<file path="config.mk">
export PLATFORM = sky130hd
export DESIGN_NAME = fp_mul_arbiter
export DESIGN_NICKNAME = d
export VERILOG_FILES = /design/src/rtl/fp_mul_arbiter.sv
export SDC_FILE = /design/constraint.sdc
export NUM_CORES = 1
export LEC_CHECK = 0
export ABC_AREA = 1
export CAP_MARGIN = 20
export CORE_AREA = 5 5 158 160
export DETAILED_ROUTE_END_ITERATION = 6
export DIE_AREA = 0 0 163 165
export HOLD_SLACK_MARGIN = 0.02
export PLACE_DENSITY = 0.66
export SYNTH_ARGS = -nofsm -noshare
export SYNTH_HDL_FRONTEND = slang
export SYNTH_SLANG_ARGS = --single-unit
</file>
<file path="constraint.sdc">
create_clock -name clk -period 4.2 [get_ports clk]
set_input_delay 0.42 -clock clk [delete_from_list [all_inputs] [get_ports clk]]
set_output_delay 0.42 -clock clk [all_outputs]
set_load 0.02 [all_outputs]
</file>
<file path="src/rtl/fp_mul_arbiter.sv">
// Round-robin arbiter sharing one pipelined FP multiplier between N_REQ clients.
// Each accepted op carries a tag down a fixed-latency pipe so its result returns with the requester id.
module fp_mul_arbiter #(
  parameter int N_REQ   = 4,
  parameter int MUL_LAT = 2,
  parameter int ID_W    = $clog2(N_REQ)
) (
  input  logic                  clk,
  input  logic                  rst,
  input  logic [N_REQ-1:0]      req_valid,
  output logic [N_REQ-1:0]      req_ready,
  input  logic [N_REQ*32-1:0]   req_x,
  input  logic [N_REQ*32-1:0]   req_y,
  input  logic [N_REQ*3-1:0]    req_rmode,
  input  logic                  drain,
  output logic [2:0]            mul_r_mode,
  output logic [31:0]           mul_fp_X,
  output logic [31:0]           mul_fp_Y,
  input  logic [31:0]           mul_fp_Z,
  input  logic                  mul_ovrf,
  input  logic                  mul_udrf,
  output logic                  rsp_valid,
  output logic [ID_W-1:0]       rsp_id,
  output logic [31:0]           rsp_z,
  output logic                  rsp_ovrf,
  output logic                  rsp_udrf,
  output logic                  rsp_err,
  output logic                  idle
);

  typedef struct packed {
    logic            vld;
    logic [ID_W-1:0] id;
    logic            err;
  } tag_t;

  logic [ID_W-1:0]  ptr;
  logic [ID_W-1:0]  win_id;
  logic             found;
  logic [N_REQ-1:0] cand;
  logic [N_REQ-1:0] grant;
  logic [2:0]       sel_rmode;
  logic             illegal;
  logic             busy;
  int               idx;
  tag_t             tag_pipe [MUL_LAT:0];

  // First candidate at or above the pointer wins, wrapping past N_REQ-1.
  always_comb begin
    cand   = req_valid & ~{N_REQ{drain}};
    grant  = '0;
    win_id = '0;
    found  = 1'b0;
    idx    = 0;
    for (int k = 0; k < N_REQ; k++) begin
      idx = int'(ptr) + k;
      if (idx >= N_REQ) idx = idx - N_REQ;
      if (!found && cand[idx]) begin
        found       = 1'b1;
        grant[idx]  = 1'b1;
        win_id      = ID_W'(idx);
      end
    end
    if (rst) begin
      grant = '0;
      found = 1'b0;
    end
  end

  assign req_ready = grant;
  assign sel_rmode = req_rmode[3*int'(win_id) +: 3];
  assign illegal   = (sel_rmode >= 3'd5);

  always_ff @(posedge clk) begin
    if (rst) begin
      ptr        <= '0;
      mul_r_mode <= '0;
      mul_fp_X   <= '0;
      mul_fp_Y   <= '0;
    end else if (found) begin
      ptr <= (int'(win_id) == N_REQ-1) ? '0 : win_id + ID_W'(1);
      // Illegal modes are acknowledged but never reach the multiplier.
      if (!illegal) begin
        mul_r_mode <= sel_rmode;
        mul_fp_X   <= req_x[32*int'(win_id) +: 32];
        mul_fp_Y   <= req_y[32*int'(win_id) +: 32];
      end
    end
  end

  always_ff @(posedge clk) begin
    if (rst) begin
      for (int k = 0; k <= MUL_LAT; k++) tag_pipe[k] <= '0;
    end else begin
      tag_pipe[0] <= '{vld: found, id: win_id, err: found & illegal};
      for (int k = 1; k <= MUL_LAT; k++) tag_pipe[k] <= tag_pipe[k-1];
    end
  end

  always_ff @(posedge clk) begin
    if (rst) begin
      rsp_valid <= 1'b0;
      rsp_id    <= '0;
      rsp_err   <= 1'b0;
      rsp_z     <= '0;
      rsp_ovrf  <= 1'b0;
      rsp_udrf  <= 1'b0;
    end else begin
      rsp_valid <= tag_pipe[MUL_LAT].vld;
      rsp_id    <= tag_pipe[MUL_LAT].vld ? tag_pipe[MUL_LAT].id : '0;
      rsp_err   <= tag_pipe[MUL_LAT].vld & tag_pipe[MUL_LAT].err;
      if (tag_pipe[MUL_LAT].vld && !tag_pipe[MUL_LAT].err) begin
        rsp_z    <= mul_fp_Z;
        rsp_ovrf <= mul_ovrf;
        rsp_udrf <= mul_udrf;
      end else begin
        rsp_z    <= '0;
        rsp_ovrf <= 1'b0;
        rsp_udrf <= 1'b0;
      end
    end
  end

  always_comb begin
    busy = 1'b0;
    for (int k = 0; k <= MUL_LAT; k++) busy = busy | tag_pipe[k].vld;
  end

  assign idle = ~busy & ~found;

endmodule

</file>
* Word level (Yosys, flattened, before mapping)
Memories as Yosys holds them, arrays and structs flattened. Index checks and enable logic that the tools add are counted.
Word-level totals: memory bits (read-only) 0, memories 1, bits in writable memories 12, flip-flop bits (word level) 107, logic and storage cells 115, latch bits 0
Memory list:
- tag_pipe | words 3, bits a word 4, read ports 3, clocked after memory_dff 0, write ports 3, RTL line 46 | tag_t tag_pipe [MUL_LAT:0];
Cells by class: bitwise operators 18, multipliers 1, shift operators 3, mux-type cells 45, reductions and logical operators 15, $add $sub $neg 8, equality and inequality tests 1, order comparisons 13, div/mod/pow operators 0
Operators with widths (count):
- $shiftx 128x8->32 | 2
- $ge 32x1->1 const B | 4
- $lt 32x4->1 const B | 4
- $mux 32 | 4
- $mux 4 | 8
- $mux 1 | 20
- $ge 3x3->1 const B | 4
- $or 4x4->4 | 3
- $shiftx 12x5->3 | 1
- $sub 3x3->4 const B | 3
- $mux 2 | 5
- $bmux 1 s2 | 4
- $demux 1 s2 | 4
- $logic_and 1x1->1 | 8
- $add 2x2->3 const B | 2
- $not 1->1 | 5
- $or 1x1->1 | 5
- $and 4x4->4 | 1
- $logic_not 1->1 | 4
- $mul 2x2->4 const A | 1
- $not 4->4 | 1
- $reduce_or 2->1 | 2
- $sub 2x3->4 const B | 1
- $add 2x1->3 const B | 1
- 5 further kinds | 7

* Logic depth before layout (Yosys ltp)
depth in word-level cells 20, mapped depth 21, depth with buffers taken out 20

* Least setup slack after synthesis
No wires, ideal clock.
path type register -> output, from register ptr[0], to output port idle, data required time 3.780 ns, path slack 1.046 ns, arrival time 2.734 ns, cell stages (with the launch flop) 14, cell sequence dfxtp_1 inv_2 ha_1 inv_1 nand3_1 nand2_1 nand2_1 nor2_2 nand2_2 inv_1 nor2_1 buf_2 buf_2 nor4_1
On the way: word-level cells in the longest chain between the ends 18
Ends and longest elaborated chain:
- from (decl) | RTL line 37 | logic [ID_W-1:0] ptr;
- from (signal assigned) | RTL line 81 | ptr <= (int'(win_id) == N_REQ-1) ? '0 : win_id + ID_W'(1);
- branches (longest 14 deep; another with $sub 3x3->4)
- $mux 1 (*) | RTL line 58 | if (!found && cand[idx]) begin
- $mux 1 (*) | RTL line 64 | if (rst) begin
- $not 1->1 (*) | RTL line 129 | assign idle = ~busy & ~found;
- $and 1x1->1 (*) | RTL line 129
- to (decl) | RTL line 28 | output logic idle
Mark *: on every way between the ends. The select of a mux whose other input is x is not followed.

* Final worst setup path
from register ptr[1], to output port req_ready[2]
On the way: word-level cells in the longest chain between the ends 16
Ends and longest elaborated chain:
- branches (longest 14 deep; another with $ge 32x1->1)
- $mux 4 (*) | RTL line 58
- $mux 4 (*) | RTL line 64
- to (decl) | RTL line 11 | output logic [N_REQ-1:0] req_ready,
Marks and branches as above.

==> flow_summary.json <==
{
  "cts_max_path_buffers": 2,
  "powerDensity_nw_per_um2": 915,
  "layout_common_cells": "clkdlybuf4s50_1, nor2_1, nand2_1",
  "grt_pass1_wl_um": 41800,
  "grt_pass1_vias": 7829,
  "rrSetupSlack_ns": 0.65,
  "outcome": "completed",
  "antenna_found_initial": 2,
  "ys_types": 26,
  "tns_ns": 0,
  "grt_overflow": 0,
  "maxSlewViolCount": 0,
  "rsz0062_at_grt": "no",
  "finalNonFillerCells": 1827,
  "dp_hpwl_um": 21400,
  "clk_pin_slew_ns": 0.06,
  "io_pins": 419,
  "fmax_mhz": 278,
  "combPwrFrac_pct": 72.6,
  "port_buffers": 418,
  "grt_max_degree": 134,
  "mostFrequentLayoutCell": "clkdlybuf4s50_1",
  "p_clk_share_pct": 13.4,
  "nNetsFinal": 1811,
  "worstHoldStart": "tag_pipe[0][6]",
  "crit-reg2reg-capture": "mul_fp_X[20]",
  "n_fill_cell": 2334,
  "place_congestion": 0.843,
  "internal_power_uw": 5360,
  "timing.final.crit_share_pct": 85.7,
  "cts_tree": "built",
  "max-slew-margin-rel_pct": 48.4,
  "reg2reg_depth": 17,
  "synth-seq-cells": 119,
  "start_util_pct": 30.6,
  "netlist_area_um2": 7120,
  "postCtsSetupBuffers": 0,
  "totalWireLength_um": 28000,
  "crit_fanout": 9,
  "p_leak_uw": 0.00532,
  "wire_per_inst_um": 15.3,
  "path_class": "flop to primary output",
  "clock_sinks": 119,
  "netlist_instances": 1127,
  "yosysWarnings": 0,
  "rows": 56,
  "die_w_um": 163,
  "area_growth_syn_to_layout_pct": 69.9,
  "ir_drop_mv": 0.831,
  "synth_area_per_cell_um2": 6.32,
  "end_kind": "primary output",
  "dieHeight_um": 165,
  "htreeDepth": 4,
  "syn_nets": 1444,
  "timing.rr.start": "ptr[1]",
  "period_needed_ns": 3.60,
  "cts_buffers": 17,
  "required_ns": 3.78,
  "clock-root-buffer": "clkbuf_16",
  "p_sw_uw": 5710,
  "startpoint_type": "flop",
  "finalClockSkew_ns": 0.00822,
  "min_path_type": "flop to flop",
  "drive_gt1_share_pct": 4.25,
  "seqPwrFrac_pct": 14.0,
  "drt_iter0_markers": 442,
  "vias_per_cell": 4.54,
  "grt_util_all_layers_pct": 19.5,
  "drtPass1Iterations": 5,
  "hold_viol_final": 0,
  "insertion_delay_ns": 0.41,
  "die_area_um2": 26900,
  "final_util_pct": 52.0,
  "ys_seq_area_share_pct": 33.5,
  "postRouteAntennaNets": 0,
  "sw_frac_of_total_pct": 51.6,
  "core_um2": 23300,
  "hold_end": "tag_pipe[0][10]",
  "worst_hold_path.num_cells": 2,
  "cap_violations": 0,
  "via_count": 8299,
  "critPathArrivalTime_ns": 3.18,
  "dp_cells": 1793,
  "worstMarginPinSlew_ns": 0.774,
  "drc": 0,
  "setup_violations": 0
}
==> worst max-delay path, cell delays in order (launching register included) <==
cell and delay, ns:
dfxtp_1 0.50, inv_1 0.23, ha_1 0.38, inv_1 0.11, nand3_1 0.13, nand2_1 0.13, nand2_1 0.09, nor2_2 0.12
nand2_1 0.09, inv_2 0.09, nand2_1 0.05, a21oi_1 0.16, clkdlybuf4s50_1 0.68
==> per-stage QoR <==
step / power (uW) / worst slack (ns) / hold slack [ns] / cell area (um^2)
4_1_cts: 11200 / 0.255 / 0.400 / 12100
3_3_place_gp: 9670 / 0.730 / 0.389 / 11500
2_1_floorplan: 7700 / 1.05 / 0.388 / 7120
6_report: 11100 / 0.599 / 0.398 / 12100
5_1_grt: 12300 / 0.161 / 0.419 / 12100
3_5_place_dp: 9710 / 0.613 / 0.392 / 11500
==> sequential cells by signal, summed over array words and instances (netlist names) <==
| register | flops |
|---|---|
| mul_fp_X | 32 |
| mul_fp_Y | 32 |
| mul_r_mode | 3 |
| ptr | 2 |
| rsp_err | 1 |
| rsp_id | 2 |
| rsp_ovrf | 1 |
| rsp_udrf | 1 |
| rsp_valid | 1 |
| rsp_z | 32 |
| tag_pipe | 12 |
==> per-layer routing <==
layer	up-vias	wire length [um]	track usage [%]
li1	4338	-	-
met1	3582	10600	21.7
met2	342	14300	35.5
met3	35	2710	7.09
met4	2	374	4.80
met5	-	20	0
==> how the worst max path moves through the flow <==
stage / depth (start not counted) / start / slack, ns / to
3_3_place_gp: 16 / drain / 0.73 / mul_fp_Y[25]
5_1_grt: 18 / ptr[1] / 0.16 / mul_fp_X[31]
6_report: 12 / ptr[1] / 0.60 / req_ready[2]
4_1_cts: 12 / ptr[0] / 0.25 / idle
2_1_floorplan: 13 / ptr[0] / 1.05 / idle
3_5_place_dp: 18 / ptr[0] / 0.61 / mul_fp_X[7]
==> synth_stat cells <==
cell type | instances | area share (%)
nor2_1 | 248 | 13
nand2_1 | 225 | 12
inv_1 | 126 | 6.6
dfxtp_1 | 119 | 33
a21oi_1 | 72 | 5.1
o211ai_1 | 66 | 7.0
o21ai_0 | 65 | 4.6
nand3b_1 | 64 | 6.7
buf_2 | 36 | 2.5
clkbuf_1 | 30 | 1.6
nand3_1 | 23 | 1.6
buf_4 | 9 | 0.95
ha_1 | 8 | 1.4
nand2_2 | 5 | 0.44
nand4_1 | 5 | 0.44
a221oi_1 | 4 | 0.49
buf_1 | 4 | 0.21
buf_6 | 4 | 0.63
inv_2 | 4 | 0.21
nand3_2 | 4 | 0.56
a22oi_1 | 1 | 0.11
clkinv_1 | 1 | 0.053
nor2_2 | 1 | 0.088
nor3_1 | 1 | 0.070
nor4_1 | 1 | 0.088
o211ai_2 | 1 | 0.18
==> power groups by stage <==
| stage | sequential, uW | clock, uW | combinational [uW] |
|---|---|---|---|
| 2_1_floorplan | 1820 | 0 | 5880 |
| 3_3_place_gp | 1570 | 0 | 8100 |
| 3_5_place_dp | 1570 | 0 | 8130 |
| 4_1_cts | 1560 | 1520 | 8160 |
| 5_1_grt | 1580 | 1580 | 9120 |
| 6_report | 1550 | 1480 | 8040 |
==> layout make-up <==
type | count | area, um^2 | area share [%]
antenna | 1 | 2.50 | 0.0207
clock buffer | 17 | 425 | 3.51
clock inverter | 15 | 181 | 1.50
inverter | 131 | 492 | 4.06
multi-input combinational | 794 | 3850 | 31.8
sequential | 119 | 2380 | 19.7
tap | 319 | 399 | 3.30
timing repair buffer | 431 | 4370 | 36.1
==> what timing repair did <==
| item | CTS | global route |
|---|---|---|
| hold buffers | 0 | 0 |
| endpoints found under the setup margin | 0 | 1 |
| gates resized for setup | 0 | 2 |
==> cell families after synthesis <==
logic type               synth area share [%]
buffers and inverters                    12.8
AND/OR/NAND/NOR                          35.0
adder cells (fa/ha/maj)                  1.41
AO/OA/AOI/OAI                            17.4
flip-flops                               33.5
Note: power is estimated with default switching activity, not from simulation.
